--- config.mk ---
export PLATFORM = sky130hd
export DESIGN_NAME = uart_rx_sampler_flat
export DESIGN_NICKNAME = d
export VERILOG_FILES = /design/src/rtl/uart_pkg.sv /design/src/rtl/uart_rx_sampler_if.sv /design/src/rtl/uart_sync.sv /design/src/rtl/uart_rx_sampler.sv /design/src/flat_wrapper.sv
export SDC_FILE = /design/constraint.sdc
export NUM_CORES = 1
export LEC_CHECK = 0
export CAP_MARGIN = 5
export CORE_MARGIN = 3
export CORE_UTILIZATION = 58
export CTS_CLUSTER_DIAMETER = 150
export DETAILED_ROUTE_END_ITERATION = 16
export PLACE_DENSITY = 0.79
export SLEW_MARGIN = 40
export SYNTH_ARGS = -nofsm -noshare
export SYNTH_HDL_FRONTEND = slang
export SYNTH_SLANG_ARGS = --single-unit
--- constraint.sdc ---
create_clock -name clk -period 2.3 [get_ports clk]
set_input_delay 0.575 -clock clk [delete_from_list [all_inputs] [get_ports clk]]
set_output_delay 0.575 -clock clk [all_outputs]
set_load 0.01 [all_outputs]
--- src/rtl/uart_pkg.sv ---
// Shared UART definitions: receiver FSM states, frame geometry and the
// even-parity helper used by both the sender and the receiver.
package uart_pkg;

    typedef enum logic [2:0] {
        IDLE,
        START,
        DATA,
        PARITY,
        STOP,
        WAIT_IDLE
    } state_t;

    localparam int unsigned DATA_BITS  = 7;
    localparam int unsigned FRAME_BITS = 10;

    // Parity bit that makes the character plus parity contain an even number of ones.
    function automatic logic even_parity(input logic [DATA_BITS-1:0] d);
        return ^d;
    endfunction

endpackage

--- src/rtl/uart_rx_sampler_if.sv ---
// Receive-side signal bundle: serial line in, parallel character and status out.
interface uart_rx_sampler_if;
    import uart_pkg::*;

    logic                 rx;
    logic [DATA_BITS:0]   data_out;
    logic                 out_valid;
    logic                 parity_err;
    logic                 frame_err;
    logic                 busy;

    // Receiver side: consumes the line, produces the character and status.
    modport master (
        input  rx,
        output data_out,
        output out_valid,
        output parity_err,
        output frame_err,
        output busy
    );

    // Line driver / character consumer side.
    modport slave (
        output rx,
        input  data_out,
        input  out_valid,
        input  parity_err,
        input  frame_err,
        input  busy
    );

endinterface

--- src/rtl/uart_sync.sv ---
// Multi-flop synchroniser for the asynchronous rx line; resets to idle-high so
// a reset never looks like a start bit.
module uart_sync #(
    parameter int unsigned SYNC_STAGES = 2
) (
    input  logic clk,
    input  logic rst_n,
    input  logic d,
    output logic q
);

    logic [SYNC_STAGES-1:0] chain;

    // Shift the raw line through the flop chain, oldest sample at the top.
    always_ff @(posedge clk or negedge rst_n) begin
        if (!rst_n) begin
            chain <= '1;
        end else begin
            chain <= {chain[SYNC_STAGES-2:0], d};
        end
    end

    assign q = chain[SYNC_STAGES-1];

endmodule

--- src/rtl/uart_rx_sampler.sv ---
// UART receiver: 1 start, 7 data bits LSB first, even parity, 1 stop.
// Single mid-bit sample per bit, start-glitch rejection, parity/framing flags.
module uart_rx_sampler
    import uart_pkg::*;
#(
    parameter int unsigned CLKS_PER_BIT = 434,
    parameter int unsigned SYNC_STAGES  = 2
) (
    input  logic               clk,
    input  logic               rst_n,
    uart_rx_sampler_if.master  bus
);

    localparam int unsigned CW = $clog2(CLKS_PER_BIT);
    localparam logic [CW-1:0] HALF_CNT = CW'((CLKS_PER_BIT - 1) / 2);
    localparam logic [CW-1:0] BIT_CNT  = CW'(CLKS_PER_BIT - 1);
    localparam logic [2:0]    LAST_IDX = 3'(DATA_BITS - 1);

    logic                  rx_s;
    state_t                state;
    logic [CW-1:0]         cnt;
    logic [2:0]            bit_idx;
    logic [DATA_BITS-1:0]  shift_reg;
    logic                  par;
    logic [DATA_BITS:0]    data_out;
    logic                  out_valid;
    logic                  parity_err;
    logic                  frame_err;
    logic                  busy;

    uart_sync #(
        .SYNC_STAGES(SYNC_STAGES)
    ) u_sync (
        .clk   (clk),
        .rst_n (rst_n),
        .d     (bus.rx),
        .q     (rx_s)
    );

    // Frame FSM: counts to bit mid-points, samples rx_s and registers all outputs.
    always_ff @(posedge clk or negedge rst_n) begin
        if (!rst_n) begin
            state      <= IDLE;
            cnt        <= '0;
            bit_idx    <= '0;
            shift_reg  <= '0;
            par        <= 1'b0;
            data_out   <= '0;
            out_valid  <= 1'b0;
            parity_err <= 1'b0;
            frame_err  <= 1'b0;
            busy       <= 1'b0;
        end else begin
            out_valid  <= 1'b0;
            parity_err <= 1'b0;
            frame_err  <= 1'b0;
            case (state)
                IDLE: begin
                    if (!rx_s) begin
                        state <= START;
                        cnt   <= '0;
                        busy  <= 1'b1;
                    end
                end
                START: begin
                    if (cnt == HALF_CNT) begin
                        cnt <= '0;
                        if (!rx_s) begin
                            state   <= DATA;
                            bit_idx <= '0;
                        end else begin
                            state <= IDLE;
                            busy  <= 1'b0;
                        end
                    end else begin
                        cnt <= cnt + CW'(1);
                    end
                end
                DATA: begin
                    if (cnt == BIT_CNT) begin
                        cnt                <= '0;
                        shift_reg[bit_idx] <= rx_s;
                        if (bit_idx == LAST_IDX) begin
                            state <= PARITY;
                        end else begin
                            bit_idx <= bit_idx + 3'd1;
                        end
                    end else begin
                        cnt <= cnt + CW'(1);
                    end
                end
                PARITY: begin
                    if (cnt == BIT_CNT) begin
                        cnt   <= '0;
                        par   <= rx_s;
                        state <= STOP;
                    end else begin
                        cnt <= cnt + CW'(1);
                    end
                end
                STOP: begin
                    // Leaving at the stop mid-point lets an immediately following
                    // start bit be caught from IDLE.
                    if (cnt == BIT_CNT) begin
                        cnt <= '0;
                        if (rx_s) begin
                            data_out   <= {par, shift_reg};
                            out_valid  <= 1'b1;
                            parity_err <= even_parity(shift_reg) ^ par;
                            state      <= IDLE;
                            busy       <= 1'b0;
                        end else begin
                            frame_err <= 1'b1;
                            state     <= WAIT_IDLE;
                        end
                    end else begin
                        cnt <= cnt + CW'(1);
                    end
                end
                WAIT_IDLE: begin
                    // Hold through a break so a long low line cannot restart a frame.
                    if (rx_s) begin
                        state <= IDLE;
                        cnt   <= '0;
                        busy  <= 1'b0;
                    end
                end
                default: begin
                    state <= IDLE;
                    cnt   <= '0;
                    busy  <= 1'b0;
                end
            endcase
        end
    end

    assign bus.data_out   = data_out;
    assign bus.out_valid  = out_valid;
    assign bus.parity_err = parity_err;
    assign bus.frame_err  = frame_err;
    assign bus.busy       = busy;

endmodule

--- src/flat_wrapper.sv ---
// flat-port wrapper written by rule: the top's interface ports become plain ports
module uart_rx_sampler_flat import uart_pkg::*;
#(
    parameter int unsigned CLKS_PER_BIT = 434,
    parameter int unsigned SYNC_STAGES  = 2
)
  (clk, rst_n, bus_rx, bus_data_out, bus_out_valid, bus_parity_err, bus_frame_err, bus_busy);
  uart_rx_sampler_if bus_i ();
  input  logic clk;
  input  logic rst_n;
  input wire logic [$bits(bus_i.rx)-1:0] bus_rx;
  output wire logic [$bits(bus_i.data_out)-1:0] bus_data_out;
  output wire logic [$bits(bus_i.out_valid)-1:0] bus_out_valid;
  output wire logic [$bits(bus_i.parity_err)-1:0] bus_parity_err;
  output wire logic [$bits(bus_i.frame_err)-1:0] bus_frame_err;
  output wire logic [$bits(bus_i.busy)-1:0] bus_busy;
  assign bus_i.rx = bus_rx;
  assign bus_data_out = bus_i.data_out;
  assign bus_out_valid = bus_i.out_valid;
  assign bus_parity_err = bus_i.parity_err;
  assign bus_frame_err = bus_i.frame_err;
  assign bus_busy = bus_i.busy;
  uart_rx_sampler #(.CLKS_PER_BIT(CLKS_PER_BIT), .SYNC_STAGES(SYNC_STAGES)) u_core (.clk(clk), .rst_n(rst_n), .bus(bus_i));
endmodule
==> metrics <==
r2r worst-path depth=6; Syn Nets=203; DRC viols=0; max reg flops=9; Fin Setup TNS=0 ns; num ports=15; GRT Util Overall=0.225; critical setup path kind=reg2reg; predominant post-synthesis flop cell=dfrtp_1; Routability Congestion=0.935; Core ar.=0.00339 mm2; Worst R2R Start=u_core.cnt[1]; CTS root buf=clkbuf_4; # nets final=220; Cell Area, Synth=0.00207 mm2; Setup Viol. Count Final=0; min Tclk post-route=1.93 ns; asr flop ratio synth=1.00; routed vias/inst=5.96; crit path launch type=flop; post-CTS sizing=0; Crit Path Max Fanout=10; number of synthesized flops with an enable pin=0; DR pass1 iterations=4; Final Hold Fails=0; Initial Utilization=0.611; headroom to the max-slew limit=0.676; via count=1544; post-synthesis sequential area ratio=0.449; Clock Skews=0.00774 ns; antenna violations before repair=0; hold_sp=u_core.u_sync.chain[0]; CTS tree=built; Worst IR Drop VDD=367 uV; Slew Limit Fails=0; first-pass GRT wire length=7.36 mm; RSZ-0062 raised after global routing=no; Arr. time, crit path=2.15 ns; Worst Path Required=2.52 ns; Num CTS Buffers=5; Slew @ Worst Pin=0.487 ns; count of different cell masters after synthesis=52; Site Rows=21; hpwl dp=2.94 mm; Clk pin slew, worst setup/hold paths=0.10 ns; share of cells above drive strength 1=0.183; Pwr per Cell Area=490 mW/mm2; Highest Clock Rate=0.518 GHz; post-synthesis register bit count=37; Die H=65.7 um; Avg Cell Area, Syn=10.6 um2; crit end category=flop; max-cap violation count=0; P&R area growth vs syn=12.5%; DR WL/cell=15.6 um; crit share post-route=0.840; Diodes inserted=0; total number of yosys warnings=0; die width=65.7 um; fillcell total=254; Max stage delay on crit path=0.42 ns; H-tree depth=2; CTS Hold Bufs=0; Post-Place Setup Slack=0.387 ns; LEAKAGE=0.00105 uW; final worst slack=0.368 ns; initial drt markers=89; Critical Path Slowest Stage Cell=dfrtp_1; I/O Buffers=14; TritonCTS Sinks=37; CP cell instances=inv_1 -> ha_1 -> and4b_1 -> and2_4 -> nand3_4 -> mux2_4; final WL=4.03 mm; largest net degree at the start of global routing=38; CP Launch Point=u_core.cnt[1]; die area=0.00432 mm2; post-CTS setup repair buffer count=0; depth of the worst hold-timing path=0; Clock Tree Buf Depth=2; antenna viol nets, final=0; worst hold path type=reg2reg; cell count after synthesis=195; status=complete, no violations; vias in the first global route=1587; Clock Latency Late Sink=0.33 ns; total congestion overflow=0
==> per-layer routing <==
layer / up-vias / share of wire / global-route usage
met3: 11 / 0.036 / 0.0530
met1: 765 / 0.41 / 0.256
met5: - / 0 / 0
met4: 0 / 0.018 / 0.0725
li1: 733 / - / -
met2: 35 / 0.54 / 0.409
==> critical path, delay by kind of cell, from the launching register on <==
family                     cells  cell delay, ns
DFF                            1            0.42
muxes                          1            0.36
adders and majority gates      1            0.14
buffers and inverters          1            0.10
and+or+nand+nor                3            0.79
==> worst paths after layout <==
check,endpoint,slack [ns]
min in group asynchronous,u_core.par,0.65
max,u_core.bus.data_out[3],0.37
min reg2reg,u_core.u_sync.chain[1],0.36
min,u_core.u_sync.chain[1],0.36
max reg2reg,u_core.bus.data_out[3],0.37
max in group asynchronous,u_core.u_sync.chain[0],1.29
==> cell usage after synthesis (4+ instances only) <==
cell type  number  share of area
dfrtp_1        35           0.42
nand2_1        19          0.034
nor2_1         12          0.022
inv_1          10          0.018
nand3_1         9          0.022
o21ai_0         9          0.022
mux2_2          8          0.044
mux2_4          8          0.058
buf_2           5          0.012
ha_1            5          0.030
xnor2_1         5          0.021
a21oi_1         4         0.0097
nand2b_1        4          0.012
nor2b_1         4          0.012
o211ai_1        4          0.015
o31ai_1         4          0.015
==> report_power, final <==
part	leakage, uW	switching, uW	internal (uW)
logic	0.000510	15.1	6.31
clock network	0.0000455	201	260
registers	0.000490	4.00	653
==> cells by family (layout without fill, tap and decap cells) <==
kind of cell | Yosys count | after routing | synth area share
mux | 17 | 17 | 0.106
flops | 37 | 37 | 0.449
buf+inv | 19 | 37 | 0.0484
fa+ha+maj | 5 | 5 | 0.0302
compound gates | 37 | 37 | 0.130
simple gates | 72 | 72 | 0.203
xor+xnor | 8 | 8 | 0.0339
==> stage by stage <==
step	total power [uW]	utilization	instances	cell area, um2	hold WS, ns
CTS	1150	0.687	259	2330	0.362
floorplan	673	-	195	2070	0.279
global route	1190	0.687	259	2330	0.370
global placement	691	0.661	251	2240	0.345
detailed placement	692	0.661	251	2240	0.347
finish	1140	0.687	259	2330	0.360
==> cell type report <==
type                            instances  area (um2)  area share
Clock inverter                          1        30.0      0.0129
Sequential cell                        37         928       0.399
Multi-Input combinational cell        139        1040       0.447
Timing Repair Buffer                   19         178      0.0763
Tap cell                               46        57.6      0.0247
Inverter                               10        37.5      0.0161
Clock buffer                            7        55.1      0.0237
==> cell usage in the layout (no fill, tap or decap), types with 5 or more instances in the layout <==
| cell type | n |
|---|---|
| nor2_1 | 12 |
| mux2_2 | 8 |
| nand2_1 | 19 |
| o21ai_0 | 9 |
| clkbuf_4 | 5 |
| inv_1 | 10 |
| mux2_4 | 8 |
| nand3_1 | 9 |
| buf_4 | 5 |
| clkdlybuf4s50_1 | 14 |
| xnor2_1 | 5 |
| ha_1 | 5 |
| dfrtp_1 | 35 |
Power figures use the tool's default switching activity.
